[config.mk]
export PLATFORM = sky130hd
export DESIGN_NAME = dsp_mac_sequencer
export DESIGN_NICKNAME = d
export VERILOG_FILES = /design/src/rtl/dsp_mac_sequencer.sv
export SDC_FILE = /design/constraint.sdc
export NUM_CORES = 1
export LEC_CHECK = 0
export CORE_UTILIZATION = 44
export DETAILED_ROUTE_END_ITERATION = 10
export MAX_ROUTING_LAYER = met4
export PLACE_DENSITY = 0.82
export SYNTH_ARGS = -nofsm -noshare
export SYNTH_HDL_FRONTEND = slang
export SYNTH_SLANG_ARGS = --single-unit
export TNS_END_PERCENT = 5
[constraint.sdc]
create_clock -name clk_i -period 2.65 [get_ports clk_i]
set_clock_uncertainty 0.05 [all_clocks]
set_input_delay 0.265 -clock clk_i [delete_from_list [all_inputs] [get_ports clk_i]]
set_output_delay 0.265 -clock clk_i [all_outputs]
set_load 0.03 [all_outputs]
[src/rtl/dsp_mac_sequencer.sv]
// dsp_mac_sequencer
//   Drives one DSP48A1-style multiply-accumulate slice through an N-term dot
//   product sum(A[i]*B[i]). A command (start_i + len_i) clears the slice's P
//   register, streams len_i operand pairs into the slice, waits for the
//   slice pipeline to settle, then captures P and offers it as the result.
//
// Ports
//   clk_i, rst_ni          clock (rising edge) / asynchronous active-low reset
//   start_i, len_i         command strobe and pair count, sampled in IDLE only
//   busy_o                 high whenever the sequencer is not IDLE
//   in_valid_i/in_ready_o  operand pair handshake, in_a_i / in_b_i operands
//   dsp_a_o, dsp_b_o       registered operands to the slice
//   dsp_ce_o               clock enable for every slice pipeline stage
//   dsp_rstp_o             synchronous P-register clear to the slice
//   dsp_p_i                slice accumulator output
//   res_valid_o/res_ready_i result handshake, res_data_o captured dot product
module dsp_mac_sequencer #(
  parameter int AWIDTH   = 18,
  parameter int PWIDTH   = 48,
  parameter int LEN_W    = 8,
  parameter int PIPE_LAT = 4
) (
  input  logic              clk_i,
  input  logic              rst_ni,
  input  logic              start_i,
  input  logic [LEN_W-1:0]  len_i,
  output logic              busy_o,
  input  logic              in_valid_i,
  output logic              in_ready_o,
  input  logic [AWIDTH-1:0] in_a_i,
  input  logic [AWIDTH-1:0] in_b_i,
  output logic [AWIDTH-1:0] dsp_a_o,
  output logic [AWIDTH-1:0] dsp_b_o,
  output logic              dsp_ce_o,
  output logic              dsp_rstp_o,
  input  logic [PWIDTH-1:0] dsp_p_i,
  output logic              res_valid_o,
  input  logic              res_ready_i,
  output logic [PWIDTH-1:0] res_data_o
);

  typedef enum logic [2:0] {
    S_IDLE,
    S_CLEAR,
    S_FEED,
    S_DRAIN,
    S_DONE
  } state_t;

  // The last operand pair sits in dsp_a/dsp_b for one cycle before the slice
  // starts its PIPE_LAT-stage walk, so the drain spans PIPE_LAT+1 counted
  // cycles plus the capture cycle. That makes res_valid rise exactly
  // PIPE_LAT+2 cycles after the last accept, regardless of earlier bubbles.
  localparam int             DRAIN_W    = 5;
  localparam logic [DRAIN_W-1:0] DRAIN_LOAD = DRAIN_W'(PIPE_LAT + 1);

  state_t              state_q;
  logic [LEN_W-1:0]    beat_q;
  logic [DRAIN_W-1:0]  drain_q;
  logic                in_ready_q;
  logic                dsp_ce_q;
  logic                dsp_rstp_q;
  logic [AWIDTH-1:0]   dsp_a_q;
  logic [AWIDTH-1:0]   dsp_b_q;
  logic                res_valid_q;
  logic [PWIDTH-1:0]   res_data_q;

  always_ff @(posedge clk_i or negedge rst_ni) begin
    if (!rst_ni) begin
      state_q     <= S_IDLE;
      beat_q      <= '0;
      drain_q     <= '0;
      in_ready_q  <= 1'b0;
      dsp_ce_q    <= 1'b0;
      dsp_rstp_q  <= 1'b0;
      dsp_a_q     <= '0;
      dsp_b_q     <= '0;
      res_valid_q <= 1'b0;
      res_data_q  <= '0;
    end else begin
      case (state_q)
        S_IDLE: begin
          if (start_i) begin
            if (len_i != '0) begin
              beat_q     <= len_i;
              dsp_rstp_q <= 1'b1;
              dsp_ce_q   <= 1'b1;
              dsp_a_q    <= '0;
              dsp_b_q    <= '0;
              state_q    <= S_CLEAR;
            end else begin
              // Empty dot product: no slice activity, result is zero.
              res_data_q  <= '0;
              res_valid_q <= 1'b1;
              state_q     <= S_DONE;
            end
          end
        end

        S_CLEAR: begin
          dsp_rstp_q <= 1'b0;
          in_ready_q <= 1'b1;
          state_q    <= S_FEED;
        end

        S_FEED: begin
          if (in_valid_i && in_ready_q) begin
            dsp_a_q <= in_a_i;
            dsp_b_q <= in_b_i;
            beat_q  <= beat_q - 1'b1;
            if (beat_q == LEN_W'(1)) begin
              in_ready_q <= 1'b0;
              drain_q    <= DRAIN_LOAD;
              state_q    <= S_DRAIN;
            end
          end else begin
            // Bubble: a zero product keeps the pipeline moving without
            // disturbing the running sum.
            dsp_a_q <= '0;
            dsp_b_q <= '0;
          end
        end

        S_DRAIN: begin
          dsp_a_q <= '0;
          dsp_b_q <= '0;
          if (drain_q == '0) begin
            res_data_q  <= dsp_p_i;
            res_valid_q <= 1'b1;
            dsp_ce_q    <= 1'b0;
            state_q     <= S_DONE;
          end else begin
            drain_q <= drain_q - 1'b1;
          end
        end

        S_DONE: begin
          if (res_ready_i) begin
            res_valid_q <= 1'b0;
            state_q     <= S_IDLE;
          end
        end

        default: begin
          state_q <= S_IDLE;
        end
      endcase
    end
  end

  assign busy_o      = (state_q != S_IDLE);
  assign in_ready_o  = in_ready_q;
  assign dsp_a_o     = dsp_a_q;
  assign dsp_b_o     = dsp_b_q;
  assign dsp_ce_o    = dsp_ce_q;
  assign dsp_rstp_o  = dsp_rstp_q;
  assign res_valid_o = res_valid_q;
  assign res_data_o  = res_data_q;

endmodule

==> reports/qor.yml <==
outcome: "completed"
hold_viol_final: 0
die_area_um2: 11100
hold_path.class: "in -> async"
gp_routability_congestion: 0.9032
grt_overflow: 0
wire_per_inst_um: 17.50
cts_buffers: 9
syn_avg_cell_area_um2: 12.47
max_freq_mhz: 435.4
netlist_instances: 377
worstMarginPinSlew_ps: 667.6
cts.sinks: 104
dr_wl_met3_um: 841
top_layer: "met4"
p_seq_frac: 0.322
detailedRoute.firstIterationViolations: 190
ys_warn_count: 0
grt_util_all_layers: 0.2287
fin_util: 0.6679
via_per_inst: 5.413
maxCapViolations: 0
route.vias.total: 3778
p_clk_frac: 0.103
cp_data_arrival_time_ps: 2470
nets: 657
cts_buffer_depth: 2
p_sw_frac: 0.4311
crit_fanout: 50
synth_cell_types: 46
dp.cells: 681
grt_pass1_wl_um: 19700
clockRootBuffer: "clkbuf_8"
cts_resized: 0
setup_viol: 0
yosysSeqAreaShare: 0.5538
core-area_um2: 10320
die_y_um: 105.3
critical_path_class: "reg -> reg"
pwr-share-comb: 0.575
setup_tns_ps: 0
cts_tree: "yes"
post-route-period-util: 0.8667
worstSkewPairLatency_ps: 340
grt_pass1_vias: 3908
cts_htree_levels: 3
yosys-top-cells-area: "dfrtp_1 55%, a22o_1 7.1%, and3_1 6.7%"
cts.clk_slew.worst_paths_ps: 110
layout_min_cycle_time_ps: 2297
syn-num-nets: 477
ant_nets: 0
routed_wl_um: 12220
end_kind: "flip-flop"
grt_max_degree: 105
drc: 0
synthFlopType: "dfrtp_1"
start_kind: "flip-flop"
fin_cells: 698
power_leakage_uw: 0.003157
p_int_uw: 4910
synthesis.area_um2: 4700
drtPass1Iterations: 4
crit_required_ps: 2820
p_per_area_nw_per_um2: 1252
io_pins: 186
vdd_drop_max_v: 0.0005855
maxSlewViolCount: 0
dp_hpwl_um: 8512
rows: 37
netSwitchingPower_uw: 3721
antenna_found_initial: 0
synth_edf_count: 0
ys_ff_latch: 104
dieWidth_um: 105.3
diodes: 0
wl_met2_um: 5838
synthArstFlopShare: 1.000
synth_top_area_share: 0.5538
initial_core_util: 0.4552
m1WireLength_um: 5470
drive_above_1_share: 0.1477
syn_to_final_growth_pct: 46.73
numPortBuffers: 185
slew_headroom: 0.5529
rsz0062_at_grt: "false"
synth_top_cell_by_area: "dfrtp_1"
==> placed cells by master (no fill, tap or decap), drive strengths merged, types with 2 or more instances in the layout <==
master,netlist,routed
nand2b,2,2
or3b,2,2
and3,50,50
clkbuf,19,11
nor3b,3,3
a22o,38,38
dfrtp,104,104
a211oi,2,2
clkinvlp,0,3
nor4,5,5
or2,2,2
a22oi,2,2
or3,4,4
a31oi,2,2
o211ai,2,2
mux2,49,49
nand3,4,4
nand2,12,12
buf,11,14
o21ai,11,11
ha,3,3
inv,7,9
a21oi,8,8
clkdlybuf4s50,0,184
a221o,3,3
nor2,14,14
nor3,3,3
o221ai,3,3
==> final cells by class <==
type / count / area [um2]
multi-input cells: 236 / 1918
inverters: 7 / 26.28
repair buffers: 199 / 2007
clock buffers: 11 / 131.4
clock inverters: 5 / 40.04
fillers: 760 / 3428
flip-flops and latches: 104 / 2603
well taps: 136 / 170.2
==> power groups by stage <==
stage	Combinational [uW]	Clock [uW]	Sequential, uW
final	4960	891	2780
after global routing	5240	987	2880
after CTS	4980	924	2780
after detailed placement	4970	0	2790
after global placement	4840	0	2770
after floorplan	1960	0	3880
==> critical path: stages (launching register included) <==
cell      delay (ps)
dfrtp_1          490
or4b_4           590
a211oi_4         300
buf_12           330
mux2_2           380
==> per-stage QoR <==
step	worst slack (ps)	hold slack, ps	power, uW	instance area [um2]
4_1_cts	362.9	436.1	8683	6895
3_3_place_gp	217.0	324.3	7611	6714
2_1_floorplan	518.5	-80.59	5837	4700
3_5_place_dp	148.0	327.0	7768	6714
5_1_grt	295.2	439.8	9101	6895
6_report	353.2	430.3	8631	6895
==> path summary, 6_finish.rpt <==
| path | from | endpoint | slack, ps | cells past startpoint |
|---|---|---|---|---|
| min in group clk_i | res_data_o[0]$_DFFE_PN0P_ | res_data_o[0]$_DFFE_PN0P_ | 450 | 1 |
| max reg2reg | state_q[1]$_DFFE_PN0P_ | res_data_o[46]$_DFFE_PN0P_ | 350 | 4 |
| min | rst_ni | res_data_o[9]$_DFFE_PN0P_ | 430 | 3 |
| max | state_q[1]$_DFFE_PN0P_ | res_data_o[46]$_DFFE_PN0P_ | 350 | 4 |
| min reg2reg | res_data_o[0]$_DFFE_PN0P_ | res_data_o[0]$_DFFE_PN0P_ | 450 | 1 |
| max in group asynchronous | rst_ni | beat_q[2]$_DFFE_PN0P_ | 1620 | 3 |
==> Yosys cell counts, drive strengths merged (2+ instances only) <==
cell / instances
a221o: 3
nor3b: 3
o211ai: 2
or3b: 2
nor2: 14
a22oi: 2
and3: 50
nor3: 3
inv: 7
o21ai: 11
nand2: 12
nor4: 5
ha: 3
nand3: 4
a31oi: 2
mux2: 49
clkbuf: 19
a22o: 38
dfrtp: 104
nand2b: 2
buf: 11
a21oi: 8
o221ai: 3
or3: 4
a211oi: 2
or2: 2
==> cell families (layout without fill, tap and decap cells) <==
kind of cell | Yosys count | in the layout | synth area share
flip-flops | 104 | 104 | 0.5538
AO/OA/AOI/OAI | 76 | 76 | 0.1270
adder cells (fa/ha/maj) | 3 | 3 | 0.007988
multiplexers | 49 | 49 | 0.1334
XOR/XNOR | 1 | 1 | 0.001864
AND/OR/NAND/NOR | 107 | 107 | 0.1368
buffers and inverters | 37 | 222 | 0.03914
==> per-layer routing <==
metal	GRT usage	vias to the layer above
met5	-	-
met4	0.05231	0
met3	0.04638	4
met2	0.3684	176
met1	0.2990	1851
li1	-	1747
==> repair_timing <==
item                      in CTS  in global routing
hold buffers                   1                  0
setup buffers                  0                  0
hold endpoints to repair     104                  0
==> sequential cells by signal (all words and copies together) (netlist names) <==
signal       count
dsp_a_o         18
in_ready_o       1
dsp_b_o         18
res_data_o      48
drain_q          5
state_q          3
beat_q           8
res_valid_o      1
dsp_rstp_o       1
dsp_ce_o         1
Note: power is estimated with default switching activity, not from simulation.
